$ cat src/rtl/ext_bus_ctrl_if.sv
// rtl/ext_bus_ctrl_if.sv - CPU port and peripheral bus bundle for ext_bus_ctrl
interface ext_bus_ctrl_if #(
    parameter int NUM_CS = 5,
    parameter int DATA_W = 16,
    parameter int ADDR_W = 16
);
    logic                     read;
    logic                     write;
    logic [ADDR_W-1:0]        addr;
    logic [DATA_W-1:0]        wdata;
    logic [DATA_W-1:0]        rdata;
    logic                     busy;
    logic [NUM_CS-1:0]        cs;
    logic                     dev_rd;
    logic                     dev_wr;
    logic [ADDR_W-1:0]        dev_addr;
    logic [DATA_W-1:0]        dev_wdata;
    logic [NUM_CS*DATA_W-1:0] dev_rdata;
    logic [NUM_CS-1:0]        dev_ack;
    logic                     err_clr;
    logic                     err_timeout;
    logic                     err_unmapped;

    modport slave (
        input  read, write, addr, wdata, dev_rdata, dev_ack, err_clr,
        output rdata, busy, cs, dev_rd, dev_wr, dev_addr, dev_wdata,
               err_timeout, err_unmapped
    );

    modport master (
        output read, write, addr, wdata, dev_rdata, dev_ack, err_clr,
        input  rdata, busy, cs, dev_rd, dev_wr, dev_addr, dev_wdata,
               err_timeout, err_unmapped
    );
endinterface

$ cat src/rtl/ext_bus_ctrl.sv
// rtl/ext_bus_ctrl.sv - region-decoding external-bus controller with ack/timeout handling
module ext_bus_ctrl #(
    parameter int                         NUM_CS       = 5,
    parameter int                         DATA_W       = 16,
    parameter int                         ADDR_W       = 16,
    parameter int                         SEL_W        = 4,
    parameter logic [NUM_CS*SEL_W-1:0]    REGION_MAP   = {4'hF, 4'hE, 4'hD, 4'hC, 4'h0},
    parameter logic [NUM_CS-1:0]          ACK_MASK     = 5'b00110,
    parameter int                         TIMEOUT      = 15,
    parameter logic [DATA_W-1:0]          TIMEOUT_DATA = 16'hDEAD
) (
    input  logic          clk,
    input  logic          rst,
    ext_bus_ctrl_if.slave bus
);
    typedef enum logic [1:0] {IDLE, ACCESS, DONE} state_t;

    localparam logic [7:0] LAST_CNT = 8'(TIMEOUT - 1);

    state_t            state;
    logic [NUM_CS-1:0] cs;
    logic              dev_rd;
    logic              dev_wr;
    logic [ADDR_W-1:0] dev_addr;
    logic [DATA_W-1:0] dev_wdata;
    logic [DATA_W-1:0] rdata;
    logic [7:0]        cnt;
    logic              err_timeout;
    logic              err_unmapped;

    logic [SEL_W-1:0]  sel_bits;
    logic [NUM_CS-1:0] hit;
    logic [DATA_W-1:0] rd_mux;
    logic              ack_hit;
    logic              wait_ch;

    assign sel_bits = bus.addr[ADDR_W-1 -: SEL_W];

    // Scan from the top so the lowest matching channel is the one left standing.
    always_comb begin
        hit = '0;
        for (int i = NUM_CS - 1; i >= 0; i--) begin
            if (sel_bits == REGION_MAP[i*SEL_W +: SEL_W]) begin
                hit    = '0;
                hit[i] = 1'b1;
            end
        end
    end

    always_comb begin
        rd_mux = '0;
        for (int i = 0; i < NUM_CS; i++) begin
            if (cs[i]) rd_mux = rd_mux | bus.dev_rdata[i*DATA_W +: DATA_W];
        end
    end

    assign ack_hit = |(bus.dev_ack & cs);
    assign wait_ch = |(ACK_MASK & cs);

    always_ff @(posedge clk) begin
        if (rst) begin
            state        <= IDLE;
            cs           <= '0;
            dev_rd       <= 1'b0;
            dev_wr       <= 1'b0;
            dev_addr     <= '0;
            dev_wdata    <= '0;
            rdata        <= '0;
            cnt          <= '0;
            err_timeout  <= 1'b0;
            err_unmapped <= 1'b0;
        end else begin
            // Clear first so a same-cycle set event below takes precedence.
            if (bus.err_clr) begin
                err_timeout  <= 1'b0;
                err_unmapped <= 1'b0;
            end
            case (state)
                IDLE: begin
                    if (bus.read || bus.write) begin
                        dev_addr  <= bus.addr;
                        dev_wdata <= bus.wdata;
                        if (|hit) begin
                            state  <= ACCESS;
                            cs     <= hit;
                            dev_wr <= bus.write;
                            dev_rd <= ~bus.write;
                            cnt    <= '0;
                        end else begin
                            state        <= DONE;
                            err_unmapped <= 1'b1;
                            if (!bus.write) rdata <= '0;
                        end
                    end
                end
                ACCESS: begin
                    cnt <= cnt + 8'd1;
                    if (!wait_ch || ack_hit) begin
                        state  <= DONE;
                        cs     <= '0;
                        dev_rd <= 1'b0;
                        dev_wr <= 1'b0;
                        if (dev_rd) rdata <= rd_mux;
                    end else if (cnt == LAST_CNT) begin
                        state       <= DONE;
                        cs          <= '0;
                        dev_rd      <= 1'b0;
                        dev_wr      <= 1'b0;
                        err_timeout <= 1'b1;
                        if (dev_rd) rdata <= TIMEOUT_DATA;
                    end
                end
                DONE:    state <= IDLE;
                default: state <= IDLE;
            endcase
        end
    end

    assign bus.busy         = (state == ACCESS) || ((state == IDLE) && (bus.read || bus.write));
    assign bus.cs           = cs;
    assign bus.dev_rd       = dev_rd;
    assign bus.dev_wr       = dev_wr;
    assign bus.dev_addr     = dev_addr;
    assign bus.dev_wdata    = dev_wdata;
    assign bus.rdata        = rdata;
    assign bus.err_timeout  = err_timeout;
    assign bus.err_unmapped = err_unmapped;
endmodule

$ cat src/flat_wrapper.sv
// flat-port wrapper written by rule: the top's interface ports become plain ports
module ext_bus_ctrl_flat 
#(
    parameter int                         NUM_CS       = 5,
    parameter int                         DATA_W       = 16,
    parameter int                         ADDR_W       = 16,
    parameter int                         SEL_W        = 4,
    parameter logic [NUM_CS*SEL_W-1:0]    REGION_MAP   = {4'hF, 4'hE, 4'hD, 4'hC, 4'h0},
    parameter logic [NUM_CS-1:0]          ACK_MASK     = 5'b00110,
    parameter int                         TIMEOUT      = 15,
    parameter logic [DATA_W-1:0]          TIMEOUT_DATA = 16'hDEAD
)
  (clk, rst, bus_read, bus_write, bus_addr, bus_wdata, bus_dev_rdata, bus_dev_ack, bus_err_clr, bus_rdata, bus_busy, bus_cs, bus_dev_rd, bus_dev_wr, bus_dev_addr, bus_dev_wdata, bus_err_timeout, bus_err_unmapped);
  ext_bus_ctrl_if #(.NUM_CS(NUM_CS), .DATA_W(DATA_W), .ADDR_W(ADDR_W)) bus_i ();
  input  logic clk;
  input  logic rst;
  input wire logic [$bits(bus_i.read)-1:0] bus_read;
  input wire logic [$bits(bus_i.write)-1:0] bus_write;
  input wire logic [$bits(bus_i.addr)-1:0] bus_addr;
  input wire logic [$bits(bus_i.wdata)-1:0] bus_wdata;
  input wire logic [$bits(bus_i.dev_rdata)-1:0] bus_dev_rdata;
  input wire logic [$bits(bus_i.dev_ack)-1:0] bus_dev_ack;
  input wire logic [$bits(bus_i.err_clr)-1:0] bus_err_clr;
  output wire logic [$bits(bus_i.rdata)-1:0] bus_rdata;
  output wire logic [$bits(bus_i.busy)-1:0] bus_busy;
  output wire logic [$bits(bus_i.cs)-1:0] bus_cs;
  output wire logic [$bits(bus_i.dev_rd)-1:0] bus_dev_rd;
  output wire logic [$bits(bus_i.dev_wr)-1:0] bus_dev_wr;
  output wire logic [$bits(bus_i.dev_addr)-1:0] bus_dev_addr;
  output wire logic [$bits(bus_i.dev_wdata)-1:0] bus_dev_wdata;
  output wire logic [$bits(bus_i.err_timeout)-1:0] bus_err_timeout;
  output wire logic [$bits(bus_i.err_unmapped)-1:0] bus_err_unmapped;
  assign bus_i.read = bus_read;
  assign bus_i.write = bus_write;
  assign bus_i.addr = bus_addr;
  assign bus_i.wdata = bus_wdata;
  assign bus_i.dev_rdata = bus_dev_rdata;
  assign bus_i.dev_ack = bus_dev_ack;
  assign bus_i.err_clr = bus_err_clr;
  assign bus_rdata = bus_i.rdata;
  assign bus_busy = bus_i.busy;
  assign bus_cs = bus_i.cs;
  assign bus_dev_rd = bus_i.dev_rd;
  assign bus_dev_wr = bus_i.dev_wr;
  assign bus_dev_addr = bus_i.dev_addr;
  assign bus_dev_wdata = bus_i.dev_wdata;
  assign bus_err_timeout = bus_i.err_timeout;
  assign bus_err_unmapped = bus_i.err_unmapped;
  ext_bus_ctrl #(.NUM_CS(NUM_CS), .DATA_W(DATA_W), .ADDR_W(ADDR_W), .SEL_W(SEL_W), .REGION_MAP(REGION_MAP), .ACK_MASK(ACK_MASK), .TIMEOUT(TIMEOUT), .TIMEOUT_DATA(TIMEOUT_DATA)) u_core (.clk(clk), .rst(rst), .bus(bus_i));
endmodule
$ cat config.mk
export PLATFORM = sky130hd
export DESIGN_NAME = ext_bus_ctrl_flat
export DESIGN_NICKNAME = d
export VERILOG_FILES = /design/src/rtl/ext_bus_ctrl_if.sv /design/src/rtl/ext_bus_ctrl.sv /design/src/flat_wrapper.sv
export SDC_FILE = /design/constraint.sdc
export NUM_CORES = 1
export LEC_CHECK = 0
export CORE_UTILIZATION = 35
export DETAILED_ROUTE_END_ITERATION = 8
export PLACE_DENSITY = 0.81
export SETUP_SLACK_MARGIN = 0.4
export SYNTH_ARGS = -nofsm -noshare
export SYNTH_HDL_FRONTEND = slang
export SYNTH_SLANG_ARGS = --single-unit
export TNS_END_PERCENT = 10
$ cat constraint.sdc
create_clock -name clk -period 1.71 [get_ports clk]
set_input_delay 0.2565 -clock clk [delete_from_list [all_inputs] [get_ports clk]]
set_output_delay 0.2565 -clock clk [all_outputs]
set_load 0.005 [all_outputs]
* Word level (Yosys, flattened, before mapping) *
Index checks and enable logic that the tools add are counted.

storage, ports and cells
  bits in registers = 67
  word-level logic and storage cells = 92
  input port bits = 122
  output and inout port bits = 58

operators by class
  multiplexer cells = 47
  $add $sub $neg = 1
  equal/unequal tests = 12
  reductions and logical operators = 16
  bitwise gates (word level) = 6

operator list
  kind                                            number
  two-way mux 16 bit                              12
  OR 16 bit                                       4
  two-way mux 5 bit                               9
  one-hot mux 16 bit (2 select lines)             1
  == test 4 bit (second input constant)           4
  two-way mux 8 bit                               2
  one-hot mux 8 bit (2 select lines)              1
  two-way mux 1 bit                               14
  one-hot mux 5 bit (2 select lines)              1
  OR reduction 5 bit                              2
  adder 8 x 1 -> 8 bit (second input constant)    1
  == test 8 x 4 -> 1 bit (second input constant)  1
  two-way mux 2 bit                               4
  != test 2 x 1 -> 1 bit (second input constant)  3
  AND reduction 6 bit                             1
  AND 5 bit                                       1
  logical NOT 4 bit                               1
  != test 2 bit (second input constant)           2
  one-hot mux 1 bit (2 select lines)              2
  one-hot mux 2 bit (2 select lines)              1
  AND reduction 2 bit                             2
  AND reduction 4 bit                             1
  logical OR 1 bit                                3
  != test 3 x 1 -> 1 bit (second input constant)  1
  other kinds (8)                                 8

* Longest topological paths before layout *
  word-level depth = 12
  gate-level depth with buffers = 7
  gate-level depth less buffers = 6

* Worst setup path before layout *
No wires, ideal clock.

  path kind = flip-flop to flip-flop
  start = register u_core.cnt[0]
  end = register u_core.dev_rd, in the netlist u_core.bus.dev_rd
  path buffers = 0
  arrival = 1705 ps
  setup time = 123 ps
  clock period less this slack = 1828 ps
  path slack = -118 ps
  required time = 1587 ps
  stages on the path, launching flop included = 7
  cell sequence = dfxtp_1 > inv_1 > ha_1 > and3_1 > a21oi_1 > a22oi_4 > mux2_1

on the way
  cells in the longest elaborated chain, start to end = 3

RTL lines
  what                                     RTL line             RTL
  start, declared                          ext_bus_ctrl.sv:27   logic [7:0] cnt;
  start signal, assigned                   ext_bus_ctrl.sv:97   cnt <= cnt + 8'd1;
  == test 8 x 4 -> 1 bit                   ext_bus_ctrl.sv:104  end else if (cnt == LAST_CNT) begin
  != test 3 x 1 -> 1 bit (no source line)  --
  AND reduction 4 bit (no source line)     --
  end signal, assigned                     ext_bus_ctrl.sv:87   dev_rd <= ~bus.write;
  end, declared                            ext_bus_ctrl.sv:22   logic dev_rd;

No other way between the ends.
A chain may end at the register's enable or synchronous reset.

* Worst setup path in the final report *
  start = register u_core.state[1]
  end = register u_core.rdata[1], in the netlist u_core.bus.rdata[1]

on the way
  cells in the longest elaborated chain, start to end = 3
  elaborated cells on any way between the ends = 10
  those cells by class = eq/ne (6); mux (1); reduce/logical (3)

RTL lines
  what                                                                RTL line             RTL
  start, declared                                                     ext_bus_ctrl.sv:20   state_t state;
  start signal, assigned                                              ext_bus_ctrl.sv:62   state <= IDLE;
  start signal, assigned                                              ext_bus_ctrl.sv:84   state <= ACCESS;
  start signal, assigned                                              ext_bus_ctrl.sv:90   state <= DONE;
  == test 2 x 1 -> 1 bit / logical NOT 2 bit (equally long branches)  ext_bus_ctrl.sv:78   case (state)
  != test 3 x 1 -> 1 bit (no source line) (tied with other cells)     --
  AND reduction 6 bit (no source line)                                --
  end signal, assigned                                                ext_bus_ctrl.sv:103  if (dev_rd) rdata <= rd_mux;
  end, declared                                                       ext_bus_ctrl.sv:26   logic [DATA_W-1:0] rdata;

Several ways; a longest one is shown, not always the timed one.

==> run summary <==
endpoint of the worst register-to-register path: u_core.bus.rdata[1]
Clk network pwr share: 30.8%
post-route setup slack: -0.204 ns
top post-synthesis cells by area: sky130_fd_sc_hd__dfxtp_1 (41%), sky130_fd_sc_hd__nand2_1 (9.9%), sky130_fd_sc_hd__a21oi_1 (6.2%), sky130_fd_sc_hd__a222oi_1 (5.2%), sky130_fd_sc_hd__a2bb2oi_2 (4.6%)
switch share: 25.8%
total of flip-flops plus latches after synthesis: 67
input/output buffers: 179
post-route antenna net violation count: 0
total I/O pin count: 180
Async S/R FF share, synth: 0%
R2R cell count: 5
count of different cell masters after synthesis: 45
Layout area overhead: 81.8%
ys flop type: sky130_fd_sc_hd__dfxtp_1
area of all placed cells without fillers: 5910 sq um
Die Y-Extent: 98.4 um
Post-Layout Cell Count: 681
clock root buffer: sky130_fd_sc_hd__clkbuf_8
fill count: 700
floorplan core area: 8850 sq um
syn_nets: 500
share of synthesized area occupied by flip-flops and latches: 41.2%
VDD IR-drop max: 0.000594 V
crit path DAT: 2.14 ns
biggest fanout along the worst timing path: 7
pin count of the biggest net entering global routing: 33
failing checks: DRC, setup timing
hold-fix buffer count after cts: 0
Max clock buf depth: 2
First DRT Iteration DRCs: 202
launching element type of the critical path: register
Min Clock Period, post-route: 1.91 ns
initial standard-cell utilization of the core: 36.8%
cell type with the highest aggregate area in the netlist: sky130_fd_sc_hd__dfxtp_1
hold-critical path depth: 3
Post-Synthesis Mean Instance Area: 8.65 sq um
number of cells after detailed placement: 663
DP Area: 5300 sq um
total CTS buffers: 9
worst hold path class: in2reg
placed wire-length estimate after detailed placement: 8160 um
r2r setup slk: -0.20 ns
unrepaired setup endpoints after global routing: true
global-route wire length before repair: 17,300 um
H-tree lvl count: 3
Clock transition at path regs: 0.07 ns
total internal power: 2.90 mW
hold path endpoint: u_core.bus.dev_addr[14]
number of remaining DRC errors: 17
skew final: 0.00516 ns
ant diodes: 0
GRT overflow: 0
post-detailed-routing wire length: 11,200 um
number of hold violations in the final report: 0
final worst-path cycle share: 112%
antenna violations before repair: 0
routability congestion estimate from global placement: 0.798
number of flops mapped to enable cells by yosys: 0
cell area after technology mapping: 3250 sq um
slowest cell delay on critical path: 0.55 ns
post-route core utilization: 66.8%
worst hold slack across all endpoints: 0.360 ns
Fin Setup TNS: -1.85 ns
logic gate share of total power: 25.5%
number of nets in the layout: 693
Synthesis Warnings: 0
setup slack after placement: -0.659 ns
static leakage: 2.92 nW
number of maximum-capacitance violations: 0
Crit Path Category: reg2reg
highest-count cells in the layout ignoring fill and taps: sky130_fd_sc_hd__clkdlybuf4s50_1 (122), sky130_fd_sc_hd__nand2_1 (84), sky130_fd_sc_hd__dfxtp_1 (56), sky130_fd_sc_hd__dlymetal6s2s_1 (48), sky130_fd_sc_hd__a21oi_1 (35)
sequential fraction of design power: 43.8%
final setup vio count: 16
via density per instance: 5.26
endpoint class of the critical path: register
Num Clock Sinks: 67
Data required, critical path: 1.93 ns
FF/Latch Area: 1360 sq um
most common library cell in the layout ignoring fill and taps: sky130_fd_sc_hd__clkdlybuf4s50_1
max-slew violations: 0
slowest stage cell on the critical path: sky130_fd_sc_hd__or4b_4
global-route usage over all layers: 22.3%
Die Outline Area: 9680 sq um
detailed-router iteration count before antenna repair: 9
combined area of the multi-input logic cells: 1900 sq um
pwr dens: 661 nW/um^2
outcome: finished, violations left
number of global-route vias before repair: 3,620
reg-to-reg critical path startpoint: u_core.state[1]
DR vias: 3,580
routed len/inst: 16.4 um
Least-Margin Pin Slew: 0.633 ns
TritonCTS clock tree: yes
layout cells sized above 1: 18.7%
Max-slew headroom: 57.7%
die width: 98.4 um
Min-Delay Startpoint: bus_addr[14]
count of standard-cell rows: 34
net switching power figure: 1.01 mW
critical-path cell list: or4b_4, o31ai_4, a21boi_4, buf_12, mux2_2
Synth top area share: 41.2%
number of standard cells after synthesis: 376
highest clock rate: 522 MHz
source-to-sink clock delay at the later pin of the worst-skew pair: 0.33 ns
Power Total: 3.91 mW
[worst max path at each step]
| stage | from | end | slack (ns) | cells past startpoint |
|---|---|---|---|---|
| floorplan | u_core.state[1] | u_core.bus.rdata[13] | -0.11 | 4 |
| global placement | bus_read | u_core.bus.rdata[2] | -0.56 | 6 |
| detailed placement | bus_write | u_core.bus.rdata[2] | -0.66 | 6 |
| CTS | u_core.state[1] | u_core.bus.rdata[1] | -0.18 | 5 |
| global route | u_core.state[1] | u_core.bus.rdata[1] | -0.24 | 5 |
| finish | u_core.state[1] | u_core.bus.rdata[1] | -0.20 | 5 |
[state kept, by name, summed over array words and instances, names as in the netlist]
| name | flops |
|---|---|
| u_core.bus.dev_addr | 16 |
| u_core.bus.dev_wdata | 16 |
| u_core.bus.rdata | 16 |
| u_core.cnt | 8 |
| u_core.bus.cs | 5 |
| u_core.state | 2 |
| u_core.bus.dev_rd | 1 |
| u_core.bus.dev_wr | 1 |
| u_core.bus.err_timeout | 1 |
| u_core.bus.err_unmapped | 1 |
[synth_stat cells (5+ instances only)]
cell type                    n
sky130_fd_sc_hd__clkbuf_1   21
sky130_fd_sc_hd__nor2_1      8
sky130_fd_sc_hd__a22oi_1    16
sky130_fd_sc_hd__nand3b_1    8
sky130_fd_sc_hd__nand2_1    86
sky130_fd_sc_hd__nand3_1    14
sky130_fd_sc_hd__mux2_2      5
sky130_fd_sc_hd__dfxtp_1    67
sky130_fd_sc_hd__buf_2       5
sky130_fd_sc_hd__a2111oi_0   5
sky130_fd_sc_hd__a21oi_1    40
sky130_fd_sc_hd__nor2b_1     7
sky130_fd_sc_hd__mux2i_1    12
sky130_fd_sc_hd__a2bb2oi_2  10
sky130_fd_sc_hd__o21ai_0    12
sky130_fd_sc_hd__a222oi_1   17
sky130_fd_sc_hd__buf_1       5
[repair_timing]
action                     in CTS  in global routing
gates resized for setup        69                 72
setup buffers                   1                  1
gates cloned                    0                  1
setup endpoints to repair     122                121
pin swaps                       5                 13
[kinds of logic after synthesis]
group           after synthesis  share of synthesized area [%]
fa+ha+maj                     2                          0.769
flops                        67                           41.2
compound gates              112                           26.7
buf+inv                      35                           4.85
mux                          18                           5.77
simple gates                142                           20.6
[routing by layer]
| metal | track usage [%] | vias to the layer above | share of wire (%) |
|---|---|---|---|
| met2 | 40.8 | 144 | 51 |
| li1 | - | 1762 | - |
| met1 | 24.0 | 1662 | 39 |
| met4 | 6.54 | 0 | 1.5 |
| met5 | 0 | - | 0 |
| met3 | 8.23 | 12 | 9.2 |
[power by group through the flow]
stage	sequential (mW)	combinational, mW	clock (mW)
2_1_floorplan	1.75	0.322	0
3_3_place_gp	1.74	0.912	0
3_5_place_dp	1.75	0.932	0
4_1_cts	1.71	0.978	1.24
5_1_grt	1.72	1.07	1.31
6_report	1.71	0.996	1.20
[area by class of cell]
class	count	area share (%)
inverters	2	0.127
well taps	108	2.29
clock buffers	13	2.86
multi-input cells	274	32.1
flip-flops and latches	67	22.9
clock inverters	2	0.169
repair buffers	215	39.5
[critical path: cells and delay by family, from the launching register on]
kind	cells	cell delay, ns
buffers and inverters	1	0.15
and+or+nand+nor	1	0.55
AOI/OAI and AO/OA	2	0.45
muxes	1	0.32
DFF	1	0.33
No activity file was read; power rests on OpenSTA's default activity.
